==> config.mk <==
export PLATFORM = sky130hd
export DESIGN_NAME = wbarbiter_rr
export DESIGN_NICKNAME = d
export VERILOG_FILES = /design/src/rtl/wbarbiter_rr.sv
export SDC_FILE = /design/constraint.sdc
export NUM_CORES = 1
export LEC_CHECK = 0
export BUFFER_PORTS_ARGS = -buffer_cell sky130_fd_sc_hd__buf_2
export CAP_MARGIN = 10
export CORE_AREA = 3 3 117 119
export CTS_CLUSTER_DIAMETER = 60
export DETAILED_ROUTE_END_ITERATION = 6
export DIE_AREA = 0 0 120 122
export GPL_TIMING_DRIVEN = 0
export SKIP_LAST_GASP = 1
export SYNTH_ARGS = -nofsm -noshare
export SYNTH_HDL_FRONTEND = slang
export SYNTH_SLANG_ARGS = --single-unit
==> constraint.sdc <==
create_clock -name i_clk -period 3.9 [get_ports i_clk]
set_clock_uncertainty 0.15 [all_clocks]
set_input_delay 0.39 -clock i_clk [delete_from_list [all_inputs] [get_ports i_clk]]
set_output_delay 0.39 -clock i_clk [all_outputs]
set_load 0.1 [all_outputs]
==> src/rtl/wbarbiter_rr.sv <==
// wbarbiter_rr: round-robin arbiter that shares one pipelined Wishbone slave bus among NM masters.
// Optional feature: define WBA_TIMEOUT_EN to abort a cycle whose slave stops acknowledging.
`timescale 1ns/1ps
module wbarbiter_rr #(
    parameter int NM     = 4,
    parameter int AW     = 19,
    parameter int DW     = 32,
    parameter int LGPEND = 4,
    parameter int LGTMO  = 10
) (
    input  logic                 i_clk,
    input  logic                 i_rst_n,
    input  logic [NM-1:0]        i_m_cyc,
    input  logic [NM-1:0]        i_m_stb,
    input  logic [NM-1:0]        i_m_we,
    input  logic [NM*AW-1:0]     i_m_adr,
    input  logic [NM*DW-1:0]     i_m_dat,
    input  logic [NM*(DW/8)-1:0] i_m_sel,
    output logic [NM-1:0]        o_m_ack,
    output logic [NM-1:0]        o_m_stall,
    output logic [NM-1:0]        o_m_err,
    output logic                 o_cyc,
    output logic                 o_stb,
    output logic                 o_we,
    output logic [AW-1:0]        o_adr,
    output logic [DW-1:0]        o_dat,
    output logic [DW/8-1:0]      o_sel,
    input  logic                 i_ack,
    input  logic                 i_stall,
    input  logic                 i_err
);
    localparam int IW = $clog2(NM);
    localparam int SW = DW / 8;
    localparam logic [LGPEND:0] PEND_ONE  = {{LGPEND{1'b0}}, 1'b1};
    localparam logic [LGPEND:0] PEND_FULL = {1'b1, {LGPEND{1'b0}}};
    localparam logic [NM-1:0]   GRANT_ONE = {{(NM-1){1'b0}}, 1'b1};

    logic            r_cyc_q, r_cyc_d;
    logic [NM-1:0]   r_grant_q, r_grant_d;
    logic [IW-1:0]   r_last_q, r_last_d;
    logic [LGPEND:0] pending_q, pending_d;

    logic [NM-1:0] blocked;
    logic          tmo_fire;
    logic          found;
    logic [IW-1:0] search_idx, cand, low_idx, mux_idx;
    logic          cyc, full, pend_nz, rsp_ok, accept, retire;
    logic [NM-1:0] own;

    if (LGTMO < 1) begin : g_lgtmo_unsized
    end

    // The search begins just after the most recent grant so every requester gets a turn.
    always_comb begin
        found      = 1'b0;
        search_idx = '0;
        cand       = '0;
        for (int i = 1; i <= NM; i++) begin
            cand = IW'((int'(r_last_q) + i) % NM);
            if (!found && i_m_cyc[cand] && !blocked[cand]) begin
                found      = 1'b1;
                search_idx = cand;
            end
        end
        low_idx = '0;
        for (int i = NM - 1; i >= 0; i--) begin
            if (i_m_cyc[IW'(i)]) low_idx = IW'(i);
        end
    end

    always_comb begin
        full    = (pending_q == PEND_FULL);
        pend_nz = (pending_q != '0);
        if (!i_rst_n)     cyc = 1'b0;
        else if (r_cyc_q) cyc = |(r_grant_q & i_m_cyc & ~blocked);
        else              cyc = found;

        if (!cyc) begin
            own     = '0;
            mux_idx = low_idx;
        end else if (r_cyc_q) begin
            own     = r_grant_q;
            mux_idx = r_last_q;
        end else begin
            own     = GRANT_ONE << search_idx;
            mux_idx = search_idx;
        end

        o_cyc  = cyc;
        o_stb  = cyc && i_m_stb[mux_idx] && !full;
        o_we   = i_m_we[mux_idx];
        o_adr  = i_m_adr[int'(mux_idx)*AW +: AW];
        o_dat  = i_m_dat[int'(mux_idx)*DW +: DW];
        o_sel  = i_m_sel[int'(mux_idx)*SW +: SW];

        // Responses with nothing outstanding are stray and are dropped.
        rsp_ok    = cyc && pend_nz;
        accept    = o_stb && !i_stall;
        retire    = rsp_ok && (i_ack || i_err);
        o_m_ack   = own & {NM{i_ack && rsp_ok}};
        o_m_stall = ~own | {NM{i_stall || full}};

        r_cyc_d   = cyc;
        r_grant_d = own;
        r_last_d  = (cyc && !r_cyc_q) ? search_idx : r_last_q;
        pending_d = pending_q;
        if (!cyc)                   pending_d = '0;
        else if (accept && !retire) pending_d = pending_q + PEND_ONE;
        else if (retire && !accept) pending_d = pending_q - PEND_ONE;
    end

    assign o_m_err = own & {NM{(i_err && rsp_ok) || tmo_fire}};

    always_ff @(posedge i_clk or negedge i_rst_n) begin
        if (!i_rst_n) begin
            r_cyc_q   <= 1'b0;
            r_grant_q <= '0;
            r_last_q  <= IW'(NM - 1);
            pending_q <= '0;
        end else begin
            r_cyc_q   <= r_cyc_d;
            r_grant_q <= r_grant_d;
            r_last_q  <= r_last_d;
            pending_q <= pending_d;
        end
    end

`ifdef WBA_TIMEOUT_EN
    // A timed-out owner stays locked out until it drops i_m_cyc on its own.
    logic [LGTMO-1:0] tmo_q, tmo_d;
    logic [NM-1:0]    blocked_q, blocked_d;

    always_comb begin
        tmo_fire = rsp_ok && !i_ack && !i_err && (tmo_q == '1);
        tmo_d    = tmo_q;
        if (!cyc || i_ack || i_err) tmo_d = '0;
        else if (pend_nz)           tmo_d = tmo_q + LGTMO'(1);
        blocked_d = blocked_q & i_m_cyc;
        if (tmo_fire) blocked_d = blocked_d | r_grant_q;
    end

    always_ff @(posedge i_clk or negedge i_rst_n) begin
        if (!i_rst_n) begin
            tmo_q     <= '0;
            blocked_q <= '0;
        end else begin
            tmo_q     <= tmo_d;
            blocked_q <= blocked_d;
        end
    end

    assign blocked = blocked_q;
`else
    assign tmo_fire = 1'b0;
    assign blocked  = '0;
`endif

endmodule

==> results of run 1 <==
-- worst max-delay path: cells and delay by family, from the launching register on --
kind | cells | cell delay [ns]
compound gates | 7 | 1.25
simple gates | 4 | 1.17
flops | 1 | 0.56
fa+ha+maj | 1 | 0.35
buf+inv | 2 | 0.33
-- kinds of logic (layout without fill, tap and decap cells) --
group                    Yosys count  in the layout  synth area share
AO/OA/AOI/OAI                    150            150             0.383
XOR/XNOR                           2              2            0.0107
adder cells (fa/ha/maj)            5              5            0.0240
buffers and inverters             51            378            0.0715
flip-flops                        12             12             0.104
multiplexers                       3              3            0.0120
AND/OR/NAND/NOR                  243            243             0.396
-- through the flow --
| stage | instances | setup TNS, ns |
|---|---|---|
| finish | 965 | 0 |
| detailed placement | 944 | -1.27 |
| global route | 965 | -0.219 |
| floorplan | 466 | -0.302 |
| CTS | 962 | -0.0968 |
| global placement | 944 | -1.04 |
-- power by group through the flow --
stage	registers [mW]	clock network [mW]	logic [mW]
after CTS	0.210	0.185	2.83
after floorplan	0.193	0	2.23
after global placement	0.205	0	2.74
final	0.214	0.182	2.92
after detailed placement	0.203	0	2.74
after global routing	0.218	0.189	3.07
-- routing by layer --
metal | track usage | up-vias
li1 | - | 2362
met1 | 0.235 | 2118
met2 | 0.361 | 261
met3 | 0.0399 | 22
met4 | 0.0444 | 2
met5 | 0 | -
-- state kept, by name, summed over array words and instances, names as in the netlist --
register   cells
pending_q      5
r_cyc_q        1
r_grant_q      4
r_last_q       2
-- final cells by class --
type,instances,area [um^2]
Sequential cell,12,303
Clock buffer,3,75.1
Timing Repair Buffer,326,1800
Fill cell,1351,7240
Inverter,8,30.0
Tap cell,172,215
Buffer,41,181
Multi-Input combinational cell,403,2830
-- cells in the final DEF (no fill, tap or decap), types with 8 or more instances in the layout --
cell and count:
dfrtp_1 10, clkbuf_2 15, a31oi_2 56, inv_1 8, buf_4 21, nand2_1 126
buf_2 272, clkbuf_1 19, nor2_1 17, nand3_1 12, clkbuf_4 37, a211oi_1 56
and2_1 60
-- worst paths after layout --
path	end	depth (start not counted)
max	pending_q[4]	14
min	r_last_q[0]	1
max reg2reg	pending_q[4]	14
min reg2reg	r_last_q[0]	1
max in group asynchronous	pending_q[2]	2
min in group asynchronous	r_grant_q[0]	2
-- what timing repair did --
item | 4_1_cts | 5_1_grt
cloned | 0 | 0
pin swaps | 13 | 7
resized for setup | 14 | 62
hold buffers | 2 | 0
setup buffers | 14 | 4
endpoints found under the hold margin | 10 | 0
setup endpoints to repair | 56 | 54
==> results.yml, run 1 <==
status:
  status: "finished, final reports clean"
sta:
  fin_ws_ns: 0.00762
  rsz0062_at_grt: "yes"
  post-route-period-util: 0.998
  slew_viol_final: 0
  relSlewSlack: 0.623
  fin_crit_ns: 3.89
  hold_viol_final: 0
  worstMarginPinSlew_ns: 0.565
  finalSetupViolations: 0
  clock.fmax_mhz: 257
  holdWs_ns: 0.391
pwr:
  clockPowerShare: 0.055
  cellLeakagePower_nw: 2.60
  power_frac_comb: 0.881
  fin_total_pwr_mw: 3.31
  p_switching_mw: 2.24
  powerDensity_mw_per_mm2: 609
  internal_power_mw: 1.07
  max-vdd-ir-drop_v: 0.000469
  switching_share: 0.676
  p_seq_frac: 0.065
clock_network:
  clock-root-buffer: "clkbuf_16"
  clock_path_buffers: 2
  htreeDepth: 1
  cts_sinks: 12
  numCtsBuffers: 3
  clkTransAtPathRegs_ns: 0.04
  cts_tree: "built"
  clkLatencyLatePin_ns: 0.24
layout:
  nets: 1037
  area_growth_pct: 85.9
  fin_area_mm2: 0.00543
  antennaDiodeCount: 0
  layout-drive-gt1-share: 0.541
  utilization: 0.429
route:
  wl_met2_mm: 7.87
  drtPass1Iterations: 7
  routed.top_layer: "met5"
  wl_mm: 15.9
  vias_per_cell: 4.94
  drt-initial-drc-count: 205
  wl_met3_mm: 1.41
  wl_met1_mm: 6.34
  num_vias: 4765
  ant_nets: 0
  drcViolationCount: 0
  wire_per_inst_um: 16.5
global_routing:
  grt_usage: 0.197
  grt_pass1_wl_mm: 23.3
  grt_max_degree: 12
  grt_overflow_total: 0
  grt_pass1_vias: 4598
  antenna_found_initial: 1
floorplan:
  die_h_um: 122
  initial_core_util: 0.231
  placement_rows: 41
  fp.dieW_um: 120
  dieArea_mm2: 0.0146
  io_pins: 307
  core_region_area_mm2: 0.0127
synthesis:
  synthTopCellsByCount: "nand2_1, and2_1, a211oi_1, a31oi_1, clkbuf_1"
  yosysMostFrequentCell: "nand2_1"
  yosysTopAreaCell: "nand2_1"
  netlist_area_mm2: 0.00292
  async_reset_ff_frac: 1.00
  synth_flop_cell: "dfrtp_1"
  yosysTopAreaCellShare: 0.162
  syn_nets: 708
  synth_seq_area_share: 0.104
  syn_inst: 466
  postSynthAreaPerCell_um2: 6.27
  ys_ff_latch: 12
  ys_warn_count: 0
  synth_area_leaders: "nand2_1, a211oi_1, and2_1"
  synth.distinct_cells: 52
  synth-edff-count: 0
job:
  max_cap_violations: 0
worst_setup_path:
  crit_arrival_ns: 3.92
  regToRegSetupSlack_ns: 0.008
  crit_start: "r_last_q[1]"
  worstPathCellList: "buf_4 -> a221o_1 -> a211oi_4 -> buf_4 -> a2111oi_4 -> o21ai_2 -> or3_4 -> fa_2 -> a21o_1 -> a21o_1 -> or3_1 -> or4_1 -> o2111a_1 -> nand2_1"
  max_stage_delay_ns: 0.56
  worst_path_max_delay_cell: "dfstp_2"
  crit_fanout: 6
  required_ns: 3.92
  path_class: "reg2reg"
  endpoint_kind: "register"
  startpoint_type: "register"
  reg2reg_from: "r_last_q[1]"
worst_hold_path:
  hold_start: "r_last_q[0]"
  min_path_type: "reg2reg"
placed_design:
  place_hpwl_mm: 13.0
  place.gp.congestion: 0.868
  pre_cts_slack_ns: -0.700
  postPlaceCellArea_mm2: 0.00503
  port-buffer-count: 306
Power figures use the tool's default switching activity.
==> inputs of run 2 (changes only) <==
--- a/config.mk
+++ b/config.mk
@@ -5,12 +5,13 @@
 export SDC_FILE = /design/constraint.sdc
 export NUM_CORES = 1
 export LEC_CHECK = 0
+export ABC_AREA = 1
 export BUFFER_PORTS_ARGS = -buffer_cell sky130_fd_sc_hd__buf_2
 export CAP_MARGIN = 10
-export CORE_AREA = 3 3 117 119
+export CORE_AREA = 2 2 117 119
 export CTS_CLUSTER_DIAMETER = 60
 export DETAILED_ROUTE_END_ITERATION = 6
-export DIE_AREA = 0 0 120 122
+export DIE_AREA = 0 0 119 121
 export GPL_TIMING_DRIVEN = 0
 export SKIP_LAST_GASP = 1
 export SYNTH_ARGS = -nofsm -noshare
==> results.yml, run 2 <==
job:
  max_cap_violations: 0
layout:
  area_growth_pct: 85.8
  nFillCells: 1502
  mostFrequentLayoutCell: "buf_2"
  final_cell_mix: "buf_2, nor2_1, o21ai_0, nand2_1, o22ai_2"
  layout-drive-gt1-share: 0.532
  multi_input_area_mm2: 0.00250
  regMostFlops: "pending_q"
  nets: 1058
  seq_area_um2: 303
  largest_register_ffs: 5
  top_regs: "pending_q: 5 flops, r_grant_q: 4 flops, r_last_q: 2 flops"
  instances_no_fill: 992
clock_network:
  clock-root-buffer: "clkbuf_16"
  cts_setup_buffers: 0
  htreeDepth: 1
  clkLatencyLatePin_ns: 0.24
  clkTransAtPathRegs_ns: 0.04
  cts_tree: "built"
  cts_sinks: 12
  numCtsBuffers: 3
  clock_path_buffers: 2
placed_design:
  place_hpwl_mm: 13.4
  place.gp.congestion: 0.849
  port-buffer-count: 306
  dp.cells: 985
floorplan:
  fp.dieW_um: 119
  dieArea_mm2: 0.0144
  core_region_area_mm2: 0.0131
  io_pins: 307
  placement_rows: 42
  initial_core_util: 0.210
  die_h_um: 121
global_routing:
  grt_usage: 0.208
  grt_pass1_vias: 4616
  grt_pass1_wl_mm: 24.0
  grt_max_degree: 11
  antenna_found_initial: 2
  grt_overflow_total: 0
synthesis:
  synth.distinct_cells: 34
  async_reset_ff_frac: 1.00
  netlist_area_mm2: 0.00275
  synth_flop_cell: "dfrtp_1"
  yosysMostFrequentCell: "nor2_1"
  syn_nets: 745
  synthTopCellsByCount: "nor2_1, o21ai_0, nand2_1"
  synth_area_leaders: "o21ai_0, nor2_1, o22ai_1"
  ys_ff_latch: 12
  yosysTopAreaCell: "o21ai_0"
  yosysTopAreaCellShare: 0.182
  synth_seq_area_share: 0.110
  synth-edff-count: 0
  ys_warn_count: 0
  postSynthAreaPerCell_um2: 5.46
  syn_inst: 503
sta:
  post-route-period-util: 0.958
  fin_crit_ns: 3.73
  worstMarginPinSlew_ns: 0.491
  relSlewSlack: 0.671
  clock.fmax_mhz: 268
  slew_viol_final: 0
  rsz0062_at_grt: "yes"
  finalSetupViolations: 0
  hold_viol_final: 0
worst_setup_path:
  crit_fanout: 10
  startpoint_type: "register"
  endpoint_kind: "output pin"
  crit_arrival_ns: 3.19
  regToRegSetupSlack_ns: 0.44
  path_class: "reg2out"
  required_ns: 3.36
route:
  ant_nets: 0
  num_vias: 4735
  vias_per_cell: 4.77
  drt-initial-drc-count: 216
  drcViolationCount: 0
  wire_per_inst_um: 16.2
  drtPass1Iterations: 4
  wl_mm: 16.1
status:
  status: "finished, final reports clean"
worst_hold_path:
  min_path_type: "reg2reg"
run 2: cells by family (layout without fill, tap and decap cells):
kind of cell	count (synthesis)	count (layout)	synth area share
AOI/OAI and AO/OA	184	184	0.371
xor gates and xnor gates	3	3	0.00956
adders and majority gates	5	5	0.0255
buffers and inverters	69	380	0.108
DFF	12	12	0.110
other	0	2	0
and+or+nand+nor	230	230	0.376
run 2: per-layer routing:
| layer | up-vias | global-route usage | wire [um] | share of wire |
|---|---|---|---|---|
| met2 | 205 | 0.361 | 7900 | 0.49 |
| met3 | 16 | 0.0352 | 951 | 0.059 |
| met1 | 2166 | 0.266 | 7030 | 0.44 |
| met5 | - | 0 | 0 | 0 |
| met4 | 0 | 0.0536 | 223 | 0.014 |
| li1 | 2348 | - | - | - |
run 2: stage by stage:
step                       util  worst slack, ns  hold slack (ns)  setup TNS [ns]  cell area, um^2
after floorplan               -            0.355          -0.0556               0             3100
after global placement    0.371            0.152            0.136               0             4850
after detailed placement  0.371            0.206            0.141               0             4850
after CTS                 0.382           0.0141            0.421               0             5000
after global routing      0.390          -0.0563            0.444          -0.235             5110
final                     0.390            0.165            0.419               0             5110
run 2: worst paths after layout:
check	depth (start not counted)	endpoint	from
hold / removal	2	pending_q[3]	pending_q[3]
hold reg to reg	2	pending_q[3]	pending_q[3]
max in group asynchronous	3	r_grant_q[1]	i_rst_n
min in group asynchronous	2	r_last_q[1]	i_rst_n
setup / recovery	16	o_adr[6]	r_last_q[0]
setup reg to reg	23	pending_q[4]	r_last_q[0]
run 2: final cells by class:
class	instances	area share
timing repair buffer	308	0.331
antenna	2	0.000980
buffer	37	0.0372
tap	176	0.0431
clock buffer	3	0.0147
multi-input combinational	422	0.489
inverter	32	0.0245
sequential	12	0.0593
run 2: what timing repair did:
| item | CTS | global route |
|---|---|---|
| pin swaps | 0 | 0 |
| endpoints found under the hold margin | 10 | 0 |
| setup endpoints to repair | 28 | 56 |
| hold buffers | 2 | 0 |
| gates resized for setup | 21 | 59 |
run 2: worst max-delay path, cell delays in order, from the launching register on:
cell and delay, ns:
dfstp_2 0.52, buf_6 0.14, inv_4 0.07, nand2_1 0.07
nand3_1 0.12, nand2_2 0.14, nor2_8 0.06, nand3_4 0.07
nand2_4 0.10, a21oi_2 0.24, nand2_4 0.12, inv_2 0.08
buf_2 0.23, clkbuf_1 0.34, o21ai_0 0.17, o22ai_2 0.13
clkbuf_4 0.36
Power of run 2 is left out: the tool's default activity adds up to more than one toggle a clock period on the data nets, which glitch-free logic cannot reach.
